--- config.mk ---
export PLATFORM = sky130hd
export DESIGN_NAME = rv32i_fetch
export DESIGN_NICKNAME = d
export VERILOG_FILES = /design/src/rtl/rv32i_fetch.sv
export SDC_FILE = /design/constraint.sdc
export NUM_CORES = 1
export LEC_CHECK = 0
export CAP_MARGIN = 20
export CORE_ASPECT_RATIO = 0.8
export CORE_MARGIN = 2
export CORE_UTILIZATION = 50
export DETAILED_ROUTE_END_ITERATION = 7
export PLACE_DENSITY = 0.76
export SKIP_CTS_REPAIR_TIMING = 1
export SLEW_MARGIN = 10
export SYNTH_ARGS = -nofsm -noshare
export SYNTH_HDL_FRONTEND = slang
export SYNTH_SLANG_ARGS = --single-unit
--- constraint.sdc ---
create_clock -name clk_i -period 6.2 [get_ports clk_i]
set_input_delay 0.93 -clock clk_i [delete_from_list [all_inputs] [get_ports clk_i]]
set_output_delay 0.93 -clock clk_i [all_outputs]
set_load 0.1 [all_outputs]
--- src/rtl/rv32i_fetch.sv ---
// RV32I instruction fetch stage: one outstanding request to instruction memory,
// a one-word hold buffer for decode stalls, and redirect handling with clear_o.
module rv32i_fetch #(
  parameter int                XLEN         = 32,
  parameter int                ILEN         = 32,
  parameter logic [XLEN-1:0]   RESET_VECTOR = 32'h0000_0000
) (
  input  logic              clk_i,
  input  logic              rst_i,
  input  logic              stall_i,
  input  logic              jump_i,
  input  logic [XLEN-1:0]   jump_target_i,
  output logic              mem_req_o,
  output logic [XLEN-1:0]   mem_addr_o,
  input  logic              mem_ack_i,
  input  logic [ILEN-1:0]   mem_data_i,
  output logic [ILEN-1:0]   instruction_o,
  output logic [XLEN-1:0]   pc_data_o,
  output logic              data_ready_o,
  output logic              clear_o
);

  localparam logic [ILEN-1:0] NOP_WORD = ILEN'(32'h0000_0013);

  typedef enum logic [1:0] {
    IDLE    = 2'd0,
    FETCH   = 2'd1,
    HOLD    = 2'd2,
    DISCARD = 2'd3
  } state_t;

  state_t            state_reg;
  logic [XLEN-1:0]   pc_reg;
  logic [XLEN-1:0]   req_addr_reg;
  logic              mem_req_reg;
  logic [ILEN-1:0]   instr_reg;
  logic [XLEN-1:0]   pc_data_reg;
  logic              data_ready_reg;
  logic              clear_reg;
  logic [ILEN-1:0]   hold_buf_reg;

  logic [XLEN-1:0]   pc_next;
  logic [XLEN-1:0]   target_aligned;

  // Wraps naturally modulo 2^XLEN; redirect targets are forced word-aligned.
  assign pc_next        = pc_reg + XLEN'(4);
  assign target_aligned = jump_target_i & ~XLEN'(3);

  // Invariant: in FETCH a request is always outstanding at req_addr_reg == pc_reg.
  // In DISCARD the request is still at the old address while pc_reg holds the target.
  always_ff @(posedge clk_i or posedge rst_i) begin
    if (rst_i) begin
      state_reg      <= IDLE;
      pc_reg         <= RESET_VECTOR;
      req_addr_reg   <= RESET_VECTOR;
      mem_req_reg    <= 1'b0;
      instr_reg      <= NOP_WORD;
      pc_data_reg    <= '0;
      data_ready_reg <= 1'b0;
      clear_reg      <= 1'b0;
      hold_buf_reg   <= '0;
    end else begin
      data_ready_reg <= 1'b0;
      clear_reg      <= 1'b0;

      case (state_reg)
        IDLE: begin
          state_reg    <= FETCH;
          mem_req_reg  <= 1'b1;
          req_addr_reg <= pc_reg;
        end

        FETCH: begin
          if (jump_i) begin
            pc_reg    <= target_aligned;
            clear_reg <= 1'b1;
            if (mem_ack_i) begin
              req_addr_reg <= target_aligned;
            end else begin
              state_reg <= DISCARD;
            end
          end else if (mem_ack_i) begin
            if (stall_i) begin
              hold_buf_reg <= mem_data_i;
              mem_req_reg  <= 1'b0;
              state_reg    <= HOLD;
            end else begin
              instr_reg      <= mem_data_i;
              pc_data_reg    <= pc_reg;
              data_ready_reg <= 1'b1;
              pc_reg         <= pc_next;
              req_addr_reg   <= pc_next;
            end
          end
        end

        HOLD: begin
          if (jump_i) begin
            pc_reg       <= target_aligned;
            clear_reg    <= 1'b1;
            mem_req_reg  <= 1'b1;
            req_addr_reg <= target_aligned;
            state_reg    <= FETCH;
          end else if (!stall_i) begin
            instr_reg      <= hold_buf_reg;
            pc_data_reg    <= pc_reg;
            data_ready_reg <= 1'b1;
            pc_reg         <= pc_next;
            mem_req_reg    <= 1'b1;
            req_addr_reg   <= pc_next;
            state_reg      <= FETCH;
          end
        end

        DISCARD: begin
          // The stale word is dropped; only the completion of the old request matters.
          if (jump_i) begin
            pc_reg    <= target_aligned;
            clear_reg <= 1'b1;
            if (mem_ack_i) begin
              req_addr_reg <= target_aligned;
              state_reg    <= FETCH;
            end
          end else if (mem_ack_i) begin
            req_addr_reg <= pc_reg;
            state_reg    <= FETCH;
          end
        end

        default: begin
          state_reg <= IDLE;
        end
      endcase
    end
  end

  assign mem_req_o     = mem_req_reg;
  assign mem_addr_o    = req_addr_reg;
  assign instruction_o = instr_reg;
  assign pc_data_o     = pc_data_reg;
  assign data_ready_o  = data_ready_reg;
  assign clear_o       = clear_reg;

endmodule

==> reports/summary.txt, run 1 <==
die width - 159 um
most frequent cells in the layout - 162 x clkdlybuf4s50_1, 158 x dfrtp_1, 121 x nor2_1, 86 x a21oi_1, 82 x mux2_2
main combinational cell family by area after synthesis - compound AO/OA/AOI/OAI gates
CTS Sinks - 161
Via-to-Cell Ratio - 6.31
critical path's largest stage delay - 1.05 ns
Synth area leaders - dfrtp_1 41%, mux2_2 9.6%, nor2_1 4.8%
sequential area share after synthesis - 41.9%
worst relative slew slack - 17.8%
MaxCap Viol Count - 0
CP endpoint kind - register
unrepaired setup endpoints after global routing - false
Mapped Area - 9620 um^2
critical path's slowest cell - clkdlybuf4s50_1
pin count of the biggest net entering global routing - 71
DR WL/cell - 20.7 um
Initial Util - 50.9%
IO Pins - 168
total CTS buffers - 17
Clock transition at path regs - 0.07 ns
Final Setup Violations - 0
Final period util - 58.5%
FP Rows - 45
Post-synth EDFFs - 0
Arr. time, crit path - 3.97 ns
die height - 128 um
Synth Area in Compound Gates - 21.5%
post-detail-place hpwl - 18.5 mm
antenna cell count - 0
adder-cell share of the synthesized area - 0.780%
kind of cell adding the most delay to the critical path - simple AND/OR/NAND/NOR gates
critical-path cell list - clkdlybuf4s50_1, nand2b_1, nor2_1, a21oi_1, a222oi_1, mux2i_1
setup tns final - 0 ns
run status - finished clean
number of global-route vias before repair - 8,419
maximum clock path buffer count - 2
worst-path fanout max - 23
Worst Path Buf+Inv - 1
final WL - 28.9 mm
DR pass1 iterations - 5
simple-gate area share of the yosys netlist - 15.4%
FF-to-FF path depth - 7
worst slew pin tran - 1.23 ns
antenna-violating nets left - 0
fmax - 276 MHz
initial antenna violation count - 0
core footprint - 18,900 um^2
Yosys top cell area share - 41.1%
Setup crit start - stall_i
Critical Path End - state_reg[0]
CTS Root Cell - clkbuf_16
port buffer count - 163
Min-Delay Path Class - register to register
Worst setup SP type - input pin
critical path type - input pin to register
dominant synthesized flop cell - dfrtp_1
Worst R2R Start - state_reg[0]
Vias - 8,833
Syn Area/Cell - 9.35 um^2
Global Route Usage Sum - 28.4%
global-route wire length before repair - 45.7 mm
layout cells sized above 1 - 14.4%
Synth area leader - dfrtp_1
Initial DRC Count - 936
worst path required time - 6.54 ns
yosys warns - 0
Layout area overhead - 23.9%
Final min period - 3.62 ns
Syn Inst Count - 1,029
Synth Area in XOR/XNOR - 0.728%
Final Hold Viols - 0
CTS tree - yes
clock latency on the worst-skew pair - 0.43 ns
Final Slew Violations - 0
DR DRC count - 0
Levels on crit path - 6
worst reg2reg path endpoint - pc_data_o[31]
grt ovf - 0
mux share of post-synthesis cell area - 14.2%
R2R setup slack - 2.83 ns
Yosys cell types - 74
# nets final - 1,204
asr flop ratio synth - 100%
Fillers - 1,623
Die ar. - 20,400 um^2
Yosys reg bits - 161
most common cell after layout, fill and taps aside - clkdlybuf4s50_1
Max Clock Skew - 0.0130 ns
Final GP Congestion - 0.861
H-tree Lvls - 4
cell type report:
| class | instances | area, um^2 | share of cell area, % |
|---|---|---|---|
| clock inverters | 15 | 160 | 1.34 |
| flip-flops and latches | 161 | 4030 | 33.8 |
| well taps | 258 | 323 | 2.71 |
| repair buffers | 182 | 1820 | 15.2 |
| clock buffers | 17 | 425 | 3.57 |
| multi-input cells | 751 | 5100 | 42.8 |
| inverters | 16 | 65.1 | 0.546 |
worst min-delay path, delay by kind of cell (launching register included):
kind / cells / cell delay [ns]
flip-flops: 1 / 0.34
AO/OA/AOI/OAI: 1 / 0.06
AND/OR/NAND/NOR: 1 / 0.04
routing by layer:
metal / vias to the layer above / global-route usage, % / share of wire [%]
met5: - / 0 / 0
met4: 0 / 10.7 / 2.3
met3: 61 / 6.50 / 10
met2: 483 / 44.0 / 45
met1: 4257 / 39.1 / 42
li1: 4032 / - / -
stage by stage:
stage / setup WS (ns) / cells / utilization (%) / instance area (um^2) / hold WS, ns
2_1_floorplan: 0.927 / 1030 / - / 9630 / 0.479
3_3_place_gp: 2.31 / 1364 / 59.5 / 11300 / 0.466
3_5_place_dp: 2.21 / 1364 / 59.5 / 11300 / 0.470
4_1_cts: 2.65 / 1396 / 62.6 / 11800 / 0.485
5_1_grt: 2.47 / 1400 / 63.0 / 11900 / 0.500
6_report: 2.58 / 1400 / 63.0 / 11900 / 0.480
cells by family after synthesis:
kind of cell               count (synthesis)
muxes                                    126
and+or+nand+nor                          298
AOI/OAI and AO/OA                        311
other                                      1
adders and majority gates                  6
buffers and inverters                    118
DFF                                      161
xor gates and xnor gates                   8
Yosys cell counts, types with 10 or more instances:
master / n
a21oi_1: 86
a221o_1: 10
a221oi_1: 18
a31oi_1: 26
and3_1: 13
buf_2: 35
buf_4: 10
clkbuf_1: 52
dfrtp_1: 158
inv_1: 13
mux2_2: 82
mux2i_1: 44
nand2_1: 52
nand3_1: 29
nor2_1: 123
nor3_1: 12
o21ai_0: 62
o22a_1: 10
or3_1: 20
worst min-delay path by stage:
stage,from,cells past startpoint,to
3_5_place_dp,pc_data_o[26],2,pc_data_o[26]
4_1_cts,pc_data_o[9],2,pc_data_o[9]
6_report,pc_data_o[30],2,pc_data_o[30]
5_1_grt,mem_addr_o[1],1,mem_addr_o[1]
3_3_place_gp,pc_data_o[9],2,pc_data_o[9]
2_1_floorplan,hold_buf_reg[30],1,hold_buf_reg[30]
Power of run 1 is left out: the tool's default activity adds up to more than one toggle a clock period on the data nets, which glitch-free logic cannot reach.
==> run 2, diff against run 1 <==
clock period = 3.63 ns   (was 6.2 ns; I/O delays follow)
==> run 2 against run 1 <==
Against the previous run: count of clock-buffer cells in the layout unchanged; via count grew 0.69%; first-iteration DRC count up 13%.
==> reports/summary.txt, run 2 (synthesis gave the netlist of run 1 again) <==
run status - finished clean
Arr. time, crit path - 3.12 ns
Initial Util - 50.9%
grt ovf - 0
Fillers - 1,641
CTS Sinks - 161
most frequent cells in the layout - 162 x clkdlybuf4s50_1, 158 x dfrtp_1, 121 x nor2_1, 86 x a21oi_1, 82 x mux2_2
unrepaired setup endpoints after global routing - false
H-tree Lvls - 4
worst relative slew slack - 30.7%
pin count of the biggest net entering global routing - 162
R2R setup slack - 0.83 ns
Worst Hold Endpoint - pc_data_o[14]
maximum clock path buffer count - 2
Worst setup SP type - register
worst slew pin tran - 1.04 ns
worst-path fanout max - 21
FP Rows - 45
Layout area overhead - 25.0%
most common cell after layout, fill and taps aside - clkdlybuf4s50_1
kind of cell adding the most delay to the critical path - buffers and inverters
hold-critical path depth - 2
layout cells sized above 1 - 15.4%
Global Route Usage Sum - 28.6%
Worst Path Buf+Inv - 3
Final period util - 77.2%
port buffer count - 163
Initial DRC Count - 1,061
Final Non-Filler Cells - 1,414
Max Clock Skew - 0.0110 ns
Min-Delay Path Class - register to register
total CTS buffers - 17
fmax - 357 MHz
antenna cell count - 0
CP endpoint kind - register
DR pass1 iterations - 6
Setup crit start - state_reg[0]
CTS tree - yes
Final GP Congestion - 0.904
DR WL/cell - 20.5 um
Final Slew Violations - 0
number of global-route vias before repair - 8,443
post-detail-place hpwl - 19.1 mm
critical path type - register to register
antenna-violating nets left - 0
Via-to-Cell Ratio - 6.29
IO Pins - 168
MaxCap Viol Count - 0
Final Setup Violations - 0
global-route wire length before repair - 46.3 mm
die width - 159 um
critical path's slowest cell - ha_1
FF-to-FF path depth - 7
setup tns final - 0 ns
Vias - 8,894
# nets final - 1,218
die height - 128 um
hold path start - pc_data_o[14]
core footprint - 18,900 um^2
Worst R2R Start - state_reg[0]
placed instance count - 1,382
DR DRC count - 0
final core occ - 63.6%
initial antenna violation count - 0
Die ar. - 20,400 um^2
Clock transition at path regs - 0.07 ns
critical-path cell list - inv_1, ha_1, buf_4, or2_1, buf_12, a21oi_1, o22a_1
Final min period - 2.80 ns
critical path's largest stage delay - 0.67 ns
clock latency on the worst-skew pair - 0.44 ns
final WL - 29.0 mm
worst path required time - 3.95 ns
CTS Root Cell - clkbuf_16
Final Hold Viols - 0
worst reg2reg path endpoint - pc_reg[31]
[run 2: worst reg2reg max path, delay by kind of cell (launching register included)]
family,cells,cell delay [ns]
DFF,1,0.42
and+or+nand+nor,1,0.60
buffers and inverters,3,0.73
adders and majority gates,1,0.67
AOI/OAI and AO/OA,2,0.27
[run 2: metrics by stage]
| stage | worst slack (ns) | cell area, um^2 | hold slack, ns |
|---|---|---|---|
| after CTS | 0.933 | 12000 | 0.488 |
| after global routing | 0.767 | 12000 | 0.498 |
| final | 0.828 | 12000 | 0.483 |
| after floorplan | 1.05 | 9630 | 0.479 |
| after global placement | 0.732 | 11400 | 0.465 |
| after detailed placement | 0.680 | 11400 | 0.473 |
[run 2: cell type report]
class                      count  area (um^2)  share of cell area, %
inverter                      16         63.8                  0.530
multi-input combinational    751         5100                   42.4
clock inverter                15          170                   1.41
tap                          258          323                   2.68
sequential                   161         4030                   33.5
timing repair buffer         196         1910                   15.9
clock buffer                  17          425                   3.54
[run 2: how the worst max path moves through the flow]
| stage | slack [ns] | depth (start not counted) | end |
|---|---|---|---|
| after floorplan | 1.05 | 1 | clear_o |
| after global placement | 0.73 | 5 | instruction_o[29] |
| after detailed placement | 0.68 | 6 | instruction_o[14] |
| after CTS | 0.93 | 7 | pc_reg[31] |
| after global routing | 0.77 | 7 | pc_reg[29] |
| final | 0.83 | 7 | pc_reg[31] |
[run 2: layer usage]
layer,share of wire (%),global-route usage [%],wire length [um]
met1,43,40.6,12600
met5,0,0,0
met4,2.1,10.4,620
met3,9.8,6.08,2850
met2,45,43.4,12900
Power of run 2 is left out for the same reason.
